`src/rtl/pipe_pkg.sv`:
```
// Shared pipeline constants: timing-field width and encodings, MDU latencies, $zero.
package pipe_pkg;
  localparam int TW = 3;

  // Tuse/Tnew encodings: 0 = now / result already available, larger = cycles away
  localparam logic [TW-1:0] T_NOW = 3'd0;
  localparam logic [TW-1:0] T_ONE = 3'd1;
  localparam logic [TW-1:0] T_TWO = 3'd2;

  localparam int MULT_CYC = 5;
  localparam int DIV_CYC  = 10;

  localparam logic [4:0] REG_ZERO = 5'd0;
endpackage

```
`src/rtl/hazard_match.sv`:
```
// One source operand checked against every producer stage: stall bit and forward select.
module hazard_match #(
  parameter int NPROD = 2,
  parameter int TW    = pipe_pkg::TW,
  parameter int SEL_W = $clog2(NPROD + 1)
) (
  input  logic [4:0]          d_reg,
  input  logic [TW-1:0]       d_tuse,
  input  logic [5*NPROD-1:0]  p_dst,
  input  logic [TW*NPROD-1:0] p_tnew,
  output logic                hit_stall,
  output logic [SEL_W-1:0]    fwd_sel
);
  import pipe_pkg::*;

  logic fwd_found;

  // Scan nearest stage first so the newest ready value is the one forwarded.
  always_comb begin
    hit_stall = 1'b0;
    fwd_sel   = '0;
    fwd_found = 1'b0;
    for (int k = 0; k < NPROD; k++) begin
      if ((p_dst[5*k +: 5] == d_reg) && (d_reg != REG_ZERO)) begin
        if (d_tuse < p_tnew[TW*k +: TW]) hit_stall = 1'b1;
        if ((p_tnew[TW*k +: TW] == '0) && !fwd_found) begin
          fwd_sel   = SEL_W'(k + 1);
          fwd_found = 1'b1;
        end
      end
    end
  end
endmodule

```
`src/rtl/hazard_ctrl_mdu.sv`:
```
// Stall/forward controller: operand hazards, MDU busy tracking, saturating stall counter.
module hazard_ctrl_mdu #(
  parameter int NPROD    = 2,
  parameter int TW       = pipe_pkg::TW,
  parameter int MULT_CYC = pipe_pkg::MULT_CYC,
  parameter int DIV_CYC  = pipe_pkg::DIV_CYC,
  parameter int CNT_W    = 32,
  parameter int SEL_W    = $clog2(NPROD + 1)
) (
  input  logic                clk,
  input  logic                reset,
  input  logic [4:0]          d_rs,
  input  logic [4:0]          d_rt,
  input  logic [TW-1:0]       d_rs_tuse,
  input  logic [TW-1:0]       d_rt_tuse,
  input  logic                d_mdu_use,
  input  logic [5*NPROD-1:0]  p_dst,
  input  logic [TW*NPROD-1:0] p_tnew,
  input  logic                e_mdu_start,
  input  logic                e_mdu_div,
  output logic                stall,
  output logic                e_bubble,
  output logic [SEL_W-1:0]    fwd_rs_sel,
  output logic [SEL_W-1:0]    fwd_rt_sel,
  output logic                mdu_busy,
  output logic [CNT_W-1:0]    stall_cnt
);
  import pipe_pkg::*;

  localparam int BUSY_MAX = (MULT_CYC > DIV_CYC) ? MULT_CYC : DIV_CYC;
  localparam int BUSY_W   = $clog2(BUSY_MAX + 1);

  logic              stall_rs;
  logic              stall_rt;
  logic              stall_mdu;
  logic [BUSY_W-1:0] busy_cnt;

  function automatic logic [CNT_W-1:0] sat_inc(input logic [CNT_W-1:0] v);
    return (&v) ? v : v + CNT_W'(1);
  endfunction

  hazard_match #(.NPROD(NPROD), .TW(TW), .SEL_W(SEL_W)) u_match_rs (
    .d_reg(d_rs), .d_tuse(d_rs_tuse), .p_dst(p_dst), .p_tnew(p_tnew),
    .hit_stall(stall_rs), .fwd_sel(fwd_rs_sel)
  );

  hazard_match #(.NPROD(NPROD), .TW(TW), .SEL_W(SEL_W)) u_match_rt (
    .d_reg(d_rt), .d_tuse(d_rt_tuse), .p_dst(p_dst), .p_tnew(p_tnew),
    .hit_stall(stall_rt), .fwd_sel(fwd_rt_sel)
  );

  // Combine operand and MDU hazards; a start in E already blocks an MDU user in D.
  always_comb begin
    mdu_busy  = (busy_cnt != '0);
    stall_mdu = d_mdu_use && (e_mdu_start || mdu_busy);
    stall     = stall_rs || stall_rt || stall_mdu;
    e_bubble  = stall;
  end

  // MDU busy countdown: a start (even while busy) reloads, otherwise count down to zero.
  always_ff @(posedge clk) begin
    if (!reset) begin
      busy_cnt <= '0;
    end else if (e_mdu_start) begin
      busy_cnt <= e_mdu_div ? BUSY_W'(DIV_CYC) : BUSY_W'(MULT_CYC);
    end else if (busy_cnt != '0) begin
      busy_cnt <= busy_cnt - BUSY_W'(1);
    end
  end

  // Stalled-cycle statistic, held at all-ones once full.
  always_ff @(posedge clk) begin
    if (!reset) begin
      stall_cnt <= '0;
    end else if (stall) begin
      stall_cnt <= sat_inc(stall_cnt);
    end
  end
endmodule

```
`config.mk`:
```
export PLATFORM = sky130hd
export DESIGN_NAME = hazard_ctrl_mdu
export DESIGN_NICKNAME = d
export VERILOG_FILES = /design/src/rtl/pipe_pkg.sv /design/src/rtl/hazard_match.sv /design/src/rtl/hazard_ctrl_mdu.sv
export SDC_FILE = /design/constraint.sdc
export NUM_CORES = 1
export LEC_CHECK = 0
export CAP_MARGIN = 40
export CORE_ASPECT_RATIO = 0.8
export CORE_MARGIN = 5
export CORE_UTILIZATION = 50
export DETAILED_ROUTE_END_ITERATION = 8
export GPL_TIMING_DRIVEN = 0
export PLACE_DENSITY_LB_ADDON = 0.25
export RECOVER_POWER = 100
export SYNTH_ARGS = -nofsm -noshare
export SYNTH_HDL_FRONTEND = slang
export SYNTH_SLANG_ARGS = --single-unit
```
`constraint.sdc`:
```
create_clock -name clk -period 5.4 [get_ports clk]
set_input_delay 1.08 -clock clk [delete_from_list [all_inputs] [get_ports clk]]
set_output_delay 1.08 -clock clk [all_outputs]
set_load 0.05 [all_outputs]
```
==> results.toml <==
[synth]
synthDistinctLibCells = 42
ys.flop_type = "dfxtp_1"
avgSynthCellArea_sq_um = 8.30
yosys_warnings = 0
syn_nets = 347
synthTopCellsByArea = "dfxtp_1 29%, ha_1 5.5%, xor2_1 4.6%"
synth_top_area_share = 0.290
ys_ff_latch = 36
synth_top_area_cell = "dfxtp_1"
synthCells = 299
synth_edf_count = 0
seq_area_frac_synth = 0.290
synth_area_sq_mm = 0.00248
async_reset_ff_frac = 0

[pwr]
netSwitchingPower_mw = 0.200
pwr-share-comb = 0.263
p_per_area_mw_per_mm2 = 193
p_seq_frac = 0.428
swShare = 0.308
power.share.clock = 0.309
power.static_leakage_nw = 1.28
internal_power_mw = 0.449
vdd_drop_max_mv = 0.138

[routing]
drtIter0Drc = 187
via_per_inst = 5.82
wl_met1_microns = 3270
highest_layer = "met4"
drt_pass1_iterations = 5
met3_length_microns = 474
final_antenna_net_count = 0
num_vias = 2584
met2WireLength_microns = 3290
drc = 0
routed_wl_microns = 7110
routedWlPerCell_microns = 16.0

[setup_path]
r2r_end = "stall_cnt[11]"
r2r_slack_ps = 2580
reg2regPathDepth = 11
max_stage_delay_ps = 750
path_cells = "clkdlybuf4s50_1 -> inv_1 -> ha_1 -> a21o_1 -> a21o_1 -> o32ai_1 -> nor4_1 -> buf_6 -> buf_2 -> inv_1 -> buf_4 -> dlygate4sd3_1"
crit_fanout = 10
crit_family = "buffers and inverters"
crit_start = "p_tnew[4]"
worstPathArrival_ps = 4040
worstPathRequired_ps = 4320
path_class = "in2out"
start_kind = "primary input"
endpoint_kind = "primary output"
crit_path_end = "stall"
rr_startpoint = "busy_cnt[0]"
critical-path-slowest-cell = "dlygate4sd3_1"
cp_num_buf_inv = 7
path_depth = 12

[place]
gp_congestion = 0.821
portBuffers = 75
dp_cells = 436
dp_hpwl_microns = 5430

[status]
status = "finished, final reports clean"

[clock_tree]
clkLatencyLatePin_ps = 290
cts_sinks = 36
cts_setup_buffers = 0
cts.path.max_buffers = 2
tritoncts = "built"
cts_hold_buf = 0
cts_root_buffer = "clkbuf_8"
h-tree-depth = 2
cts_buffers = 5
postCtsResizedCells = 0
clk_pin_slew_worst_paths_ps = 70

[run]
cap_violations = 0

[grt]
grt_pass1_vias = 2360
track_usage = 0.220
grt_start_max_net_pins = 11
grt_pass1_wl_microns = 11200
overflow = 0
antenna_found_initial = 0

[finish]
mostFrequentLayoutCell = "dlygate4sd3_1"
antenna_cells = 0
layout.area.seq_sq_um = 721
final_cells = 444
layout-drive-gt1-share = 0.0471
multi_input_area_sq_mm = 0.00158
nets = 429
fillers = 398
mostFrequentLayoutCells = "40 x dlygate4sd3_1, 36 x dfxtp_1, 35 x clkdlybuf4s50_1"
area.growth.synth_to_final_pct = 35.5

[sta]
fmax_mhz = 195
maxSlewHeadroom = 0.612
timing_max_transition_violations_final = 0
setup_tns_ps = 0
rsz0062_at_grt = "no"
tightest_slew_ps = 582
period_share = 0.948
hold_viol = 0
hold_slack_ps = 479
setup_viol = 0
finClkSkew_ps = 2.25
fin_crit_ps = 5120

[die]
die_h_microns = 73.0
core_area_sq_mm = 0.00492
start_util = 0.504
dieArea_sq_mm = 0.00648
rows = 23
ios = 76
fp.dieW_microns = 88.8

[min_path]
hold_depth = 2
hold_class = "reg2reg"
[area by class of cell]
cell class	count	share of cell area
clock buffer	8	0.0268
buffer	17	0.0290
timing repair buffer	75	0.223
inverter	11	0.0123
tap	62	0.0231
multi-input combinational	235	0.471
sequential	36	0.214
[worst min-delay path: cells and delay by family, from the launching register on]
kind / cells / cell delay (ps)
flops: 1 / 330
simple gates: 1 / 60
mux: 1 / 50
[metrics by stage]
| step | utilization | setup WS (ps) | cell area [sq um] | power [mW] |
|---|---|---|---|---|
| 6_report | 0.683 | 282 | 3360 | 0.649 |
| 3_3_place_gp | 0.673 | 327 | 3310 | 0.457 |
| 5_1_grt | 0.683 | 54.7 | 3360 | 0.676 |
| 4_1_cts | 0.691 | 263 | 3400 | 0.660 |
| 3_5_place_dp | 0.673 | 272 | 3310 | 0.462 |
| 2_1_floorplan | - | 524 | 2480 | 0.391 |
[synth_stat cells, types with 2 or more instances]
master	instances
o31ai_1	12
nand2b_1	18
xnor2_1	10
nor3b_1	2
nor4_1	4
nand3_1	13
dfxtp_1	36
clkbuf_1	4
nor2b_1	3
nor3_1	12
and4_1	2
o41ai_1	7
or4b_1	3
o311ai_0	4
and3_1	4
buf_4	2
o211ai_1	2
nand4_1	9
nor2_1	15
nand2_1	24
buf_2	5
a21o_1	4
buf_6	5
or4_1	11
or3_1	6
ha_1	11
o21ai_0	4
a211oi_1	3
nor4b_2	2
mux2i_1	9
inv_1	11
a21oi_1	20
xor2_1	13
[state kept, by name (all words and copies together), names as in the netlist]
| name | flops |
|---|---|
| stall_cnt | 32 |
| busy_cnt | 4 |
[cells by family (layout without fill, tap and decap cells)]
family / Yosys count / count (layout) / share of synthesized area
AO/OA/AOI/OAI: 58 / 58 / 0.159
XOR/XNOR: 23 / 23 / 0.0812
adder cells (fa/ha/maj): 11 / 11 / 0.0555
buffers and inverters: 28 / 111 / 0.0630
flip-flops: 36 / 36 / 0.290
multiplexers: 10 / 10 / 0.0408
AND/OR/NAND/NOR: 133 / 133 / 0.310
[power groups by stage]
| stage | Sequential (mW) | Combinational (mW) | Clock [mW] |
|---|---|---|---|
| after global routing | 0.278 | 0.185 | 0.213 |
| after detailed placement | 0.284 | 0.178 | 0 |
| after floorplan | 0.290 | 0.101 | 0 |
| after global placement | 0.284 | 0.174 | 0 |
| final | 0.278 | 0.170 | 0.201 |
| after CTS | 0.278 | 0.179 | 0.204 |
[how the worst min path moves through the flow]
stage / slack [ps] / startpoint / end
global placement: 470 / stall_cnt[6] / stall_cnt[6]
finish: 480 / stall_cnt[6] / stall_cnt[6]
detailed placement: 480 / stall_cnt[6] / stall_cnt[6]
CTS: 490 / stall_cnt[6] / stall_cnt[6]
floorplan: 480 / busy_cnt[1] / busy_cnt[1]
global route: 520 / stall_cnt[6] / stall_cnt[6]
[per-layer routing]
metal,vias up,global-route usage
met2,89,0.331
met5,-,0
li1,1279,-
met4,0,0.0671
met3,8,0.0508
met1,1208,0.312
Note: power is estimated with default switching activity, not from simulation.
